<file path="config.mk">
export PLATFORM = sky130hd
export DESIGN_NAME = intersection_phase_scheduler
export DESIGN_NICKNAME = d
export VERILOG_FILES = /design/src/rtl/intersection_phase_scheduler_pkg.sv /design/src/rtl/intersection_phase_scheduler_tick_gen.sv /design/src/rtl/intersection_phase_scheduler.sv
export SDC_FILE = /design/constraint.sdc
export NUM_CORES = 1
export LEC_CHECK = 0
export BUFFER_PORTS_ARGS = -buffer_cell sky130_fd_sc_hd__buf_2
export CELL_PAD_IN_SITES_DETAIL_PLACEMENT = 1
export CELL_PAD_IN_SITES_GLOBAL_PLACEMENT = 1
export CORE_ASPECT_RATIO = 1.2
export CORE_MARGIN = 10
export CORE_UTILIZATION = 45
export DETAILED_ROUTE_END_ITERATION = 10
export HOLD_SLACK_MARGIN = 0.08
export PLACE_DENSITY = 0.84
export SLEW_MARGIN = 20
export SYNTH_ARGS = -nofsm -noshare
export SYNTH_HDL_FRONTEND = slang
export SYNTH_HIERARCHICAL = 1
export SYNTH_SLANG_ARGS = --single-unit
</file>
<file path="constraint.sdc">
create_clock -name clk -period 3.2 [get_ports clk]
set_input_delay 0.96 -clock clk [delete_from_list [all_inputs] [get_ports clk]]
set_output_delay 0.96 -clock clk [all_outputs]
set_load 0.01 [all_outputs]
</file>
<file path="src/rtl/intersection_phase_scheduler_pkg.sv">
// Shared types and helpers for the intersection phase scheduler:
// phase encoding, lamp selection and round-robin grant search.
package traffic_pkg;

  typedef enum logic [1:0] {
    PH_GREEN,
    PH_YELLOW,
    PH_ALLRED
  } phase_t;

  localparam int LAMP_RED    = 0;
  localparam int LAMP_YELLOW = 1;
  localparam int LAMP_GREEN  = 2;

  localparam int MAX_APPR = 8;

  // Only the approach holding right-of-way ever shows anything but red.
  function automatic int lamp_sel(input phase_t ph, input logic is_cur);
    int sel;
    sel = LAMP_RED;
    if (is_cur) begin
      if (ph == PH_GREEN)       sel = LAMP_GREEN;
      else if (ph == PH_YELLOW) sel = LAMP_YELLOW;
    end
    return sel;
  endfunction

  function automatic logic [2:0] rr_next(input logic [MAX_APPR-1:0] req,
                                         input logic [2:0] cur,
                                         input int n);
    logic [2:0] res;
    logic       found;
    int         idx;
    res   = cur;
    found = 1'b0;
    idx   = 0;
    for (int k = 1; k <= MAX_APPR; k++) begin
      if (k <= n) begin
        idx = (int'(cur) + k) % n;
        if (!found && req[idx[2:0]]) begin
          res   = idx[2:0];
          found = 1'b1;
        end
      end
    end
    return res;
  endfunction

endpackage

</file>
<file path="src/rtl/intersection_phase_scheduler_tick_gen.sv">
// Prescaler producing a one-cycle tick enable every CLK_FREQ clocks
// (the 1 s timebase of the scheduler).
module tick_gen #(
  parameter int CLK_FREQ = 50000000
) (
  input  logic clk,
  input  logic rst,
  output logic tick
);

  localparam int CW = (CLK_FREQ > 1) ? $clog2(CLK_FREQ) : 1;

  logic [CW-1:0] cnt_q, cnt_d;

  always_comb begin
    tick  = (cnt_q == CW'(CLK_FREQ - 1));
    cnt_d = tick ? '0 : cnt_q + CW'(1);
  end

  always_ff @(posedge clk) begin
    if (rst) cnt_q <= '0;
    else     cnt_q <= cnt_d;
  end

endmodule

</file>
<file path="src/rtl/intersection_phase_scheduler.sv">
// Central round-robin traffic phase scheduler with min/max green, yellow,
// all-red clearance and latched pedestrian walk. Optional: EMERGENCY_PREEMPT_EN.
module intersection_phase_scheduler
  import traffic_pkg::*;
#(
  parameter int CLK_FREQ  = 50000000,
  parameter int NUM_APPR  = 4,
  parameter int MIN_GREEN = 5,
  parameter int MAX_GREEN = 10,
  parameter int YELLOW_T  = 3,
  parameter int ALLRED_T  = 1,
  parameter int WALK_T    = 4
) (
  input  logic                        clk,
  input  logic                        rst,
  input  logic [NUM_APPR-1:0]         veh_req,
  input  logic [NUM_APPR-1:0]         ped_req,
`ifdef EMERGENCY_PREEMPT_EN
  input  logic [NUM_APPR-1:0]         preempt,
`endif
  output logic [NUM_APPR-1:0]         red,
  output logic [NUM_APPR-1:0]         yellow,
  output logic [NUM_APPR-1:0]         green,
  output logic [NUM_APPR-1:0]         ped_walk,
  output logic [NUM_APPR-1:0]         ped_wait,
  output logic [$clog2(NUM_APPR)-1:0] cur_appr
);

  localparam int CAW = $clog2(NUM_APPR);
  localparam int SW  = $clog2(MAX_GREEN + 1);
  localparam int WW  = (WALK_T > 0) ? $clog2(WALK_T + 1) : 1;

  logic tick;

  tick_gen #(.CLK_FREQ(CLK_FREQ)) u_tick_gen (
    .clk (clk),
    .rst (rst),
    .tick(tick)
  );

  phase_t              phase_q, phase_d;
  logic [CAW-1:0]      cur_q, cur_d, grant;
  logic [SW-1:0]       sec_cnt_q, sec_cnt_d, sec_sat;
  logic [SW:0]         sec_inc;
  logic [WW-1:0]       walk_cnt_q, walk_cnt_d;
  logic                blink_q, blink_d;
  logic [NUM_APPR-1:0] ped_pend_q, ped_pend_d, ped_clr;
  logic [NUM_APPR-1:0] req_all, cur_onehot;
  logic                other_req, walk_active, normal_exit, exit_green;

  logic [NUM_APPR-1:0] red_q, red_d, yellow_q, yellow_d, green_q, green_d;
  logic [NUM_APPR-1:0] ped_walk_q, ped_walk_d, ped_wait_q, ped_wait_d;
  logic [CAW-1:0]      cur_appr_q, cur_appr_d;

`ifdef EMERGENCY_PREEMPT_EN
  logic                pre_any;
  logic [CAW-1:0]      pre_idx;
`endif

  always_comb begin
    req_all     = veh_req | ped_pend_q;
    cur_onehot  = NUM_APPR'(1) << cur_q;
    other_req   = |(req_all & ~cur_onehot);
    walk_active = (walk_cnt_q != '0);
    sec_inc     = {1'b0, sec_cnt_q} + (SW+1)'(1);
    sec_sat     = sec_inc[SW] ? sec_cnt_q : sec_inc[SW-1:0];
    normal_exit = other_req &&
                  ((sec_inc >= (SW+1)'(MAX_GREEN)) ||
                   ((sec_inc >= (SW+1)'(MIN_GREEN)) && !veh_req[cur_q] && !walk_active));
    grant       = CAW'(rr_next(MAX_APPR'(req_all), 3'(cur_q), NUM_APPR));
`ifdef EMERGENCY_PREEMPT_EN
    // Lowest-index preempting approach wins; holding it suspends normal exit rules.
    pre_any = |preempt;
    pre_idx = '0;
    for (int i = NUM_APPR - 1; i >= 0; i--) begin
      if (preempt[i]) pre_idx = CAW'(i);
    end
    exit_green = pre_any ? (cur_q != pre_idx) : normal_exit;
    if (pre_any) grant = pre_idx;
`else
    exit_green = normal_exit;
`endif
  end

  always_comb begin
    phase_d    = phase_q;
    cur_d      = cur_q;
    sec_cnt_d  = sec_cnt_q;
    walk_cnt_d = walk_cnt_q;
    blink_d    = blink_q;
    ped_clr    = '0;
    if (tick) begin
      blink_d   = ~blink_q;
      sec_cnt_d = sec_sat;
      if (walk_active) walk_cnt_d = walk_cnt_q - WW'(1);
      case (phase_q)
        PH_GREEN: begin
          if (exit_green) begin
            phase_d    = PH_YELLOW;
            sec_cnt_d  = '0;
            walk_cnt_d = '0;
          end
        end
        PH_YELLOW: begin
          if (sec_inc == (SW+1)'(YELLOW_T)) begin
            phase_d   = PH_ALLRED;
            sec_cnt_d = '0;
          end
        end
        PH_ALLRED: begin
          if (sec_inc == (SW+1)'(ALLRED_T)) begin
            phase_d   = PH_GREEN;
            sec_cnt_d = '0;
            cur_d     = grant;
            if (ped_pend_q[grant]) begin
              walk_cnt_d     = WW'(WALK_T);
              ped_clr[grant] = 1'b1;
            end
          end
        end
        default: phase_d = PH_GREEN;
      endcase
    end
    // A press landing on the walk-start cycle survives for the next grant.
    ped_pend_d = (ped_pend_q & ~ped_clr) | ped_req;
  end

  always_comb begin
    int sel;
    sel      = LAMP_RED;
    red_d    = '0;
    yellow_d = '0;
    green_d  = '0;
    for (int i = 0; i < NUM_APPR; i++) begin
      sel         = lamp_sel(phase_q, cur_q == CAW'(i));
      red_d[i]    = (sel == LAMP_RED);
      yellow_d[i] = (sel == LAMP_YELLOW);
      green_d[i]  = (sel == LAMP_GREEN);
    end
    ped_walk_d = ((phase_q == PH_GREEN) && walk_active) ? cur_onehot : '0;
    ped_wait_d = ped_pend_q & {NUM_APPR{blink_q}};
    cur_appr_d = cur_q;
  end

  always_ff @(posedge clk) begin
    if (rst) begin
      phase_q    <= PH_GREEN;
      cur_q      <= '0;
      sec_cnt_q  <= '0;
      walk_cnt_q <= '0;
      blink_q    <= 1'b0;
      ped_pend_q <= '0;
      red_q      <= ~NUM_APPR'(1);
      yellow_q   <= '0;
      green_q    <= NUM_APPR'(1);
      ped_walk_q <= '0;
      ped_wait_q <= '0;
      cur_appr_q <= '0;
    end else begin
      phase_q    <= phase_d;
      cur_q      <= cur_d;
      sec_cnt_q  <= sec_cnt_d;
      walk_cnt_q <= walk_cnt_d;
      blink_q    <= blink_d;
      ped_pend_q <= ped_pend_d;
      red_q      <= red_d;
      yellow_q   <= yellow_d;
      green_q    <= green_d;
      ped_walk_q <= ped_walk_d;
      ped_wait_q <= ped_wait_d;
      cur_appr_q <= cur_appr_d;
    end
  end

  assign red      = red_q;
  assign yellow   = yellow_q;
  assign green    = green_q;
  assign ped_walk = ped_walk_q;
  assign ped_wait = ped_wait_q;
  assign cur_appr = cur_appr_q;

endmodule
</file>
==> impl_metrics.ini, run 1 <==
[worst_setup_path]
slowest_stage = nor4_1
cpMostUsedCell = nor4_1
reg2reg_to = walk_cnt_q[2]$_SDFFE_PP0P_
r2r_slack_ns = 0.48
path_max_fanout = 12
critPathArrivalTime_ns = 3.02
required_ns = 3.50
worstSetupEndpointType = flip-flop
r2r_start = u_tick_gen/cnt_q[9]$_SDFF_PP0_
endpoint = walk_cnt_q[2]$_SDFFE_PP0P_
path_class = flip-flop to flip-flop
startpoint = u_tick_gen/cnt_q[9]$_SDFF_PP0_
worst_setup_path_start_kind = flip-flop
ff2ff_path_depth = 8
path_cells = nor4_1 -> nand4_2 -> nor4_2 -> buf_4 -> o21ai_0 -> nor4_1 -> or3b_1 -> nand4_1
cp_slowest_stage_delay_ns = 0.45

[timing]
finalSetupTns_ns = 0
relSlewSlack_pct = 52.4
setup_viol = 0
max_freq_mhz = 368
whs_ns = 0.482
fin_crit_ns = 2.72
setup_ws_ns = 0.483
min_period_over_period_pct = 84.9
finalHoldViolations = 0
skew_ns = 0.00743
worst_pin_slew_ns = 0.712
maxSlewViolCount = 0
rsz0062_at_grt = no

[finish]
utilization_pct = 52.2
area_growth_syn_to_layout_pct = 14.4
final_nets = 424
fillCellCount = 862
seq_area_um2 = 1280
multi_input_area_um2 = 1810
diodes = 0
drive_gt1_share_pct = 17.6

[power_and_ir_drop]
pwr_density_cell_nw_per_um2 = 486
leakage_nw = 1.46
ir_drop_mv = 0.229

[yosys]
ys_async_sr_fraction_pct = 0
synth_ff_type = dfxtp_1
yosys.cell_types.count = 62
synth_edf_count = 0
synth-seq-area-share_pct = 39.0
synth_commonest_cells = dfxtp_1 (64), nor2_1 (36), a21oi_1 (26), o21ai_0 (21)
syn_area_um2 = 3280
yosysTopAreaCell = dfxtp_1
avgSynthCellArea_um2 = 8.82
synth_top_area_share_pct = 39.0
synth_area_leaders = dfxtp_1 (39%), ha_1 (4.2%), nor2_1 (4.1%)
syn-num-nets = 393
yosysMostFrequentCell = dfxtp_1
yosysWarnings = 6
synth-seq-cells = 64
syn_inst = 372

[grt]
antenna_found_initial = 0
grt_max_degree = 24
grt_overflow = 0
grt_pass1_vias = 3050
grt_usage_pct = 16.3
grt_pass1_wl_mm = 15.1

[detailed_routing]
drc = 0
routedWlPerCell_um = 17.5
routed_wirelength_mm = 8.73
ant_nets = 0
first_iter_violations = 92
first_pass_iters = 4
vias = 2900
vias_per_cell = 5.82

[clock_tree]
cts_tree = built
clk_pin_slew_worst_paths_ns = 0.07
cts-buffers-inserted = 9
clockBufferDepth = 2
ctsRootBufferMaster = clkbuf_8
insertion_delay_ns = 0.36
cts_resized = 0
htree_levels = 3
post-cts-setup-buffer-count = 0
cts_sinks = 64
ctsHoldBuffers = 0

[die]
chipHeight_um = 114
core_area_um2 = 7190
rows = 34
ios = 32
start_util_pct = 45.6
dieWidth_um = 98.0
fp.dieArea_um2 = 11100

[job]
maxCapViolations = 0

[outcome]
status = finished clean

[placed_design]
gp_congestion = 0.871
place_ws_ns = 0.549
hpwl_mm = 6.36
port_buffers = 31

[worst_hold_path]
hold_class = flip-flop to flip-flop
layout by cell type (no fill, tap or decap), drive strengths merged, types with 3 or more instances in the layout:
cell    netlist  layout
buf          12      37
mux2i         3       3
o21ai        24      24
clkbuf        5       9
o211ai        3       3
and2          8       8
nor4         12      12
nor4b         7       7
dfxtp        64      64
inv          20      20
o31ai         5       5
or4           7       7
or3           4       4
xnor2        11      11
nand2        20      20
nor3          7       7
nor2         36      36
xor2          6       6
bufinv        0       4
mux2          3       3
ha           11      11
a21oi        27      27
and4          5       5
nor2b         3       3
nand4        17      17
nand3        13      13
and3          7       7
cell families after synthesis:
group                      synth area share (%)
DFF                                        39.0
muxes                                      2.74
adders and majority gates                  4.19
xor gates and xnor gates                   4.54
AOI/OAI and AO/OA                          16.0
and+or+nand+nor                            27.6
buffers and inverters                      5.87
metal layers:
metal  global-route usage [%]  part of all wire, %  wire length [um]  vias to the layer above
li1                         -                    -                 -                     1429
met3                     3.09                  2.1               183                       14
met1                     17.8                   42              3650                     1423
met5                        0                    0                 0                        -
met4                     7.18                  2.0               178                        0
met2                     29.6                   54              4710                       34
area by class of cell:
type | count | share of cell area (%)
Clock inverter | 7 | 3.83
Multi-Input combinational cell | 270 | 48.3
Sequential cell | 64 | 34.1
Timing Repair Buffer | 37 | 5.33
Inverter | 21 | 2.10
Clock buffer | 9 | 3.30
Tap cell | 90 | 3.00
registers in the layout, indices dropped and copies added (netlist names):
signal	flops
sec_cnt_q	4
ped_pend_q	4
ped_walk	4
cur_appr	2
green	4
walk_cnt_q	3
ped_wait	4
phase_q	2
red	4
u_tick_gen/cnt_q	26
blink_q	1
cur_appr_d	2
yellow	4
critical path, delay by kind of cell (launching register included):
family / cells / cell delay (ns)
buffers and inverters: 1 / 0.25
DFF: 1 / 0.37
AOI/OAI and AO/OA: 1 / 0.12
and+or+nand+nor: 6 / 1.92
power breakdown:
| part | switching [mW] | internal (mW) |
|---|---|---|
| combinational | 0.0428 | 0.0293 |
| sequential | 0.0134 | 0.803 |
| clock | 0.341 | 0.597 |
per-stage QoR:
stage	total power, mW	instance area (um2)	cells
finish	1.83	3750	498
global route	1.89	3750	498
CTS	1.84	3750	498
detailed placement	0.905	3490	482
global placement	0.902	3490	482
floorplan	0.880	3280	372
how the worst min path moves through the flow:
stage / end / startpoint / slack [ns] / cells after the start
floorplan: u_tick_gen/cnt_q[0]$_SDFF_PP0_ / u_tick_gen/cnt_q[0]$_SDFF_PP0_ / 0.44 / 1
global placement: u_tick_gen/cnt_q[0]$_SDFF_PP0_ / u_tick_gen/cnt_q[0]$_SDFF_PP0_ / 0.45 / 1
detailed placement: walk_cnt_q[0]$_SDFFE_PP0P_ / walk_cnt_q[0]$_SDFFE_PP0P_ / 0.47 / 2
CTS: walk_cnt_q[0]$_SDFFE_PP0P_ / walk_cnt_q[0]$_SDFFE_PP0P_ / 0.48 / 2
global route: u_tick_gen/cnt_q[22]$_SDFF_PP0_ / u_tick_gen/cnt_q[22]$_SDFF_PP0_ / 0.52 / 2
finish: walk_cnt_q[0]$_SDFFE_PP0P_ / walk_cnt_q[0]$_SDFFE_PP0P_ / 0.48 / 2
Note: power is estimated with default switching activity, not from simulation.
==> inputs of run 2 (changes only) <==
==> constraint.sdc (replaced) <==
create_clock -name clk -period 2.65 [get_ports clk]
set_input_delay 0.795 -clock clk [delete_from_list [all_inputs] [get_ports clk]]
set_output_delay 0.795 -clock clk [all_outputs]
set_load 0.01 [all_outputs]
==> run 2 against run 1 <==
Cell area rose by 1.6%; hold slack improved by 0.0013 ns; first-iteration DRC count rose by 51%; critical endpoint unchanged; register-to-register slack got worse by 0.25 ns.
==> impl_metrics.ini, run 2 (same netlist as run 1, synthesis figures left out) <==
[worst_setup_path]
worstSetupEndpointType = flip-flop
cp.depth = 9
path_cells = ha_1 -> and3_1 -> nand4_2 -> nor4_4 -> buf_4 -> o21ai_0 -> nor4_2 -> or3b_1 -> nand4_1
path_max_fanout = 12
ff2ff_path_depth = 9
worst_setup_path_start_kind = flip-flop
critPathArrivalTime_ns = 2.70
slowest_stage = or3b_1
cp_slowest_stage_delay_ns = 0.41
r2r_slack_ns = 0.24
path_delay_family = simple AND/OR/NAND/NOR gates
required_ns = 2.94
crit_buf_inv = 1
path_class = flip-flop to flip-flop

[finish]
utilization_pct = 53.1
layout_common_cells = dfxtp_1 (64), nor2_1 (36), buf_2 (31), a21oi_1 (26), o21ai_0 (21)
largest_reg_flops = 26
seq_area_um2 = 1280
layout_commonest_cell = dfxtp_1
diodes = 0
final_nets = 432
multi_input_area_um2 = 1860
fillCellCount = 861
top_register = u_tick_gen/cnt_q
area_growth_syn_to_layout_pct = 16.2
drive_gt1_share_pct = 20.4

[grt]
antenna_found_initial = 0
grt_pass1_wl_mm = 15.1
grt_overflow = 0
grt_usage_pct = 16.3
grt_max_degree = 24
grt_pass1_vias = 3119

[detailed_routing]
routed_wirelength_mm = 9.15
first_iter_violations = 139
ant_nets = 0
vias_per_cell = 5.90
routedWlPerCell_um = 18.1
first_pass_iters = 4
drc = 0
vias = 2985

[die]
dieWidth_um = 98.0
chipHeight_um = 114
start_util_pct = 45.6
core_area_um2 = 7190
ios = 32
fp.dieArea_um2 = 11100
rows = 34

[job]
maxCapViolations = 0

[power_and_ir_drop]
pwr_density_cell_nw_per_um2 = 534
ir_drop_mv = 0.288
leakage_nw = 1.50

[timing]
relSlewSlack_pct = 63.8
maxSlewViolCount = 0
fin_crit_ns = 2.41
max_freq_mhz = 414
worst_pin_slew_ns = 0.543
finalHoldViolations = 0
min_period_over_period_pct = 91.1
rsz0062_at_grt = no
finalSetupTns_ns = 0
setup_viol = 0
skew_ns = 0.00649

[placed_design]
port_buffers = 31
gp_congestion = 0.808
hpwl_mm = 6.45

[worst_hold_path]
hold_class = flip-flop to flip-flop
min_path_cells = 2

[clock_tree]
ctsHoldBuffers = 0
cts_tree = built
clockBufferDepth = 2
cts_sinks = 64
htree_levels = 3
clk_pin_slew_worst_paths_ns = 0.07
ctsRootBufferMaster = clkbuf_8
cts-buffers-inserted = 9
insertion_delay_ns = 0.35

[outcome]
status = finished clean
## run 2: changes by cell type in the layout (fill, tap and decap cells not counted), sizes merged
cell	before	now
clkbuf	9	11
bufinv	4	2
buf	37	45
## run 2: worst min-delay path: stages, from the launching register on
cell and delay (ns):
dfxtp_1 0.32, o31ai_1 0.06, a21oi_1 0.06
## run 2: worst paths after layout
path | to | startpoint
worst min-delay path | u_tick_gen/cnt_q[22]$_SDFF_PP0_ | u_tick_gen/cnt_q[22]$_SDFF_PP0_
worst max register to register | walk_cnt_q[2]$_SDFFE_PP0P_ | u_tick_gen/cnt_q[1]$_SDFF_PP0_
worst min register to register | u_tick_gen/cnt_q[22]$_SDFF_PP0_ | u_tick_gen/cnt_q[22]$_SDFF_PP0_
worst max-delay path | walk_cnt_q[2]$_SDFFE_PP0P_ | u_tick_gen/cnt_q[1]$_SDFF_PP0_
## run 2: what timing repair did
action                                  4_1_cts  5_1_grt
pin swaps                                     0        3
buffers inserted                              0        1
gates resized for setup                       1        5
endpoints found under the setup margin        1        8
## run 2: layout make-up
class | instances | area share (%)
Tap cell | 90 | 2.95
Multi-Input combinational cell | 270 | 48.8
Clock buffer | 11 | 3.71
Inverter | 21 | 2.07
Clock inverter | 5 | 2.10
Timing Repair Buffer | 45 | 6.82
Sequential cell | 64 | 33.6
## run 2: layer usage
metal / vias up / track usage [%] / routed length (um)
met4: 0 / 6.31 / 144
met3: 15 / 4.05 / 317
met5: - / 0 / 0
met2: 57 / 30.0 / 4930
li1: 1436 / - / -
met1: 1477 / 17.3 / 3760
## run 2: through the flow
step,cells,instance area [um2],total power [mW],hold slack [ns],worst slack (ns)
final,506,3810,2.04,0.483,0.237
after global routing,506,3810,2.10,0.512,0.0241
after CTS,505,3770,2.04,0.491,0.0628
after detailed placement,489,3550,1.10,0.482,0.104
after global placement,489,3550,1.09,0.462,0.196
after floorplan,372,3290,1.06,0.438,0.0989
## run 2: power breakdown
group | switching, mW | total (mW) | internal, mW | leakage, nW
combinational | 0.0550 | 0.0947 | 0.0397 | 0.878
sequential | 0.0161 | 0.985 | 0.969 | 0.517
clock | 0.405 | 0.959 | 0.554 | 0.106
total | 0.476 | 2.04 | 1.56 | 1.50
==> inputs of run 3 (changes only) <==
--- a/config.mk
+++ b/config.mk
@@ -6,7 +6,7 @@
 export NUM_CORES = 1
 export LEC_CHECK = 0
 export BUFFER_PORTS_ARGS = -buffer_cell sky130_fd_sc_hd__buf_2
-export CELL_PAD_IN_SITES_DETAIL_PLACEMENT = 1
+export CELL_PAD_IN_SITES_DETAIL_PLACEMENT = 0
 export CELL_PAD_IN_SITES_GLOBAL_PLACEMENT = 1
 export CORE_ASPECT_RATIO = 1.2
 export CORE_MARGIN = 10
==> run 3 against run 2 <==
Maximum frequency shrank 0.63%; largest cell class unchanged; clock-buffer cell count is the same; cell count shrank 0.40%; core utilization shrank 1.0 points; die area is the same; global-route usage shrank 2.4 points; via count shrank 2.8%; routed wire length shrank 15%; clock power shrank 15%; hold slack lost 0.00071 ns; sequential share of layout area grew 0.66 points; power shrank 7.4%.
==> impl_metrics.ini, run 3 (same netlist as run 1, synthesis figures left out) <==
[power_and_ir_drop]
pwr_density_cell_nw_per_um2 = 504
ir_drop_mv = 0.227
total_power_mw = 1.89
leakage_nw = 1.49

[die]
fp.dieArea_um2 = 11100
core_area_um2 = 7190
rows = 34
chipHeight_um = 114
dieWidth_um = 98.0
start_util_pct = 45.6
ios = 32

[grt]
grt_pass1_wl_mm = 12.8
antenna_found_initial = 0
grt_overflow = 0
grt_pass1_vias = 2730
grt_max_degree = 24
grt_usage_pct = 13.8

[detailed_routing]
vias = 2901
ant_nets = 0
drc = 0
routed_wirelength_mm = 7.77
first_pass_iters = 4
vias_per_cell = 5.76
first_iter_violations = 89
routedWlPerCell_um = 15.4

[timing]
maxSlewViolCount = 0
skew_ns = 0.0102
setup_ws_ns = 0.221
max_freq_mhz = 412
worst_pin_slew_ns = 0.562
rsz0062_at_grt = no
relSlewSlack_pct = 62.4
min_period_over_period_pct = 91.7
finalSetupTns_ns = 0
setup_viol = 0
fin_crit_ns = 2.43
finalHoldViolations = 0

[worst_hold_path]
hold_class = flip-flop to flip-flop

[clock_tree]
ctsRootBufferMaster = clkbuf_8
htree_levels = 3
cts-buffers-inserted = 9
clockBufferDepth = 2
clk_pin_slew_worst_paths_ns = 0.07
insertion_delay_ns = 0.34
cts_sinks = 64
ctsHoldBuffers = 0
cts_tree = built

[finish]
layout_common_cells = dfxtp_1 (64), nor2_1 (36), buf_2 (31), a21oi_1 (26), o21ai_0 (21)
final_nets = 431
layout_commonest_cell = dfxtp_1
fillCellCount = 698
area_growth_syn_to_layout_pct = 14.0
drive_gt1_share_pct = 18.8
utilization_pct = 52.0
top_register = u_tick_gen/cnt_q
largest_reg_flops = 26
diodes = 0
fin_area_um2 = 3740

[outcome]
status = finished clean

[placed_design]
place_ws_ns = 0.178
placed_area_um2 = 3550
hpwl_mm = 5.78
port_buffers = 31
gp_congestion = 0.808

[worst_setup_path]
required_ns = 2.90
path_class = flip-flop to flip-flop
path_max_fanout = 6
worstSetupEndpointType = flip-flop
r2r_slack_ns = 0.22
critPathArrivalTime_ns = 2.68
worst_setup_path_start_kind = flip-flop

[job]
maxCapViolations = 0
==> run 3: layout make-up <==
cell class	instances	area (um2)	area share, %
flip-flops and latches	64	1280	34.2
clock buffers	11	141	3.78
inverters	21	78.8	2.11
well taps	90	113	3.01
multi-input cells	270	1830	48.9
clock inverters	4	45.0	1.20
repair buffers	44	253	6.76
==> run 3: critical path, cell delays in order, from the launching register on <==
cell,delay (ns)
dfxtp_1,0.32
inv_1,0.10
ha_1,0.40
nor4b_1,0.19
nor4_2,0.43
o21ai_1,0.20
a41oi_1,0.28
o211ai_1,0.15
a311oi_1,0.26
==> run 3: worst paths after layout <==
check	cells after the start	start	end
setup / recovery	8	cur_appr_d[0]$_SDFFE_PP0P_	walk_cnt_q[1]$_SDFFE_PP0P_
hold / removal	2	u_tick_gen/cnt_q[22]$_SDFF_PP0_	u_tick_gen/cnt_q[22]$_SDFF_PP0_
setup reg to reg	8	cur_appr_d[0]$_SDFFE_PP0P_	walk_cnt_q[1]$_SDFFE_PP0P_
hold reg to reg	2	u_tick_gen/cnt_q[22]$_SDFF_PP0_	u_tick_gen/cnt_q[22]$_SDFF_PP0_
==> run 3: metrics by stage <==
stage / std cells / hold slack, ns
final: 504 / 0.483
after global routing: 504 / 0.527
after CTS: 504 / 0.483
after detailed placement: 489 / 0.471
after global placement: 489 / 0.462
after floorplan: 372 / 0.438
==> run 3: what timing repair did <==
action                     4_1_cts  5_1_grt
buffers inserted                 0        0
gates resized for setup          0        1
setup endpoints to repair        0        7
==> run 3: where the power goes <==
part	total, mW	internal [mW]	switching, mW
logic	0.0892	0.0383	0.0508
clock network	0.813	0.450	0.363
registers	0.985	0.970	0.0151
==> run 3: metal layers <==
metal  global-route usage [%]  share of wire (%)  up-vias
met3                     3.87                3.8        8
li1                         -                  -     1440
met4                     5.44                1.2        0
met2                     24.6                 53       49
met5                        0                  0        -
met1                     15.2                 42     1404
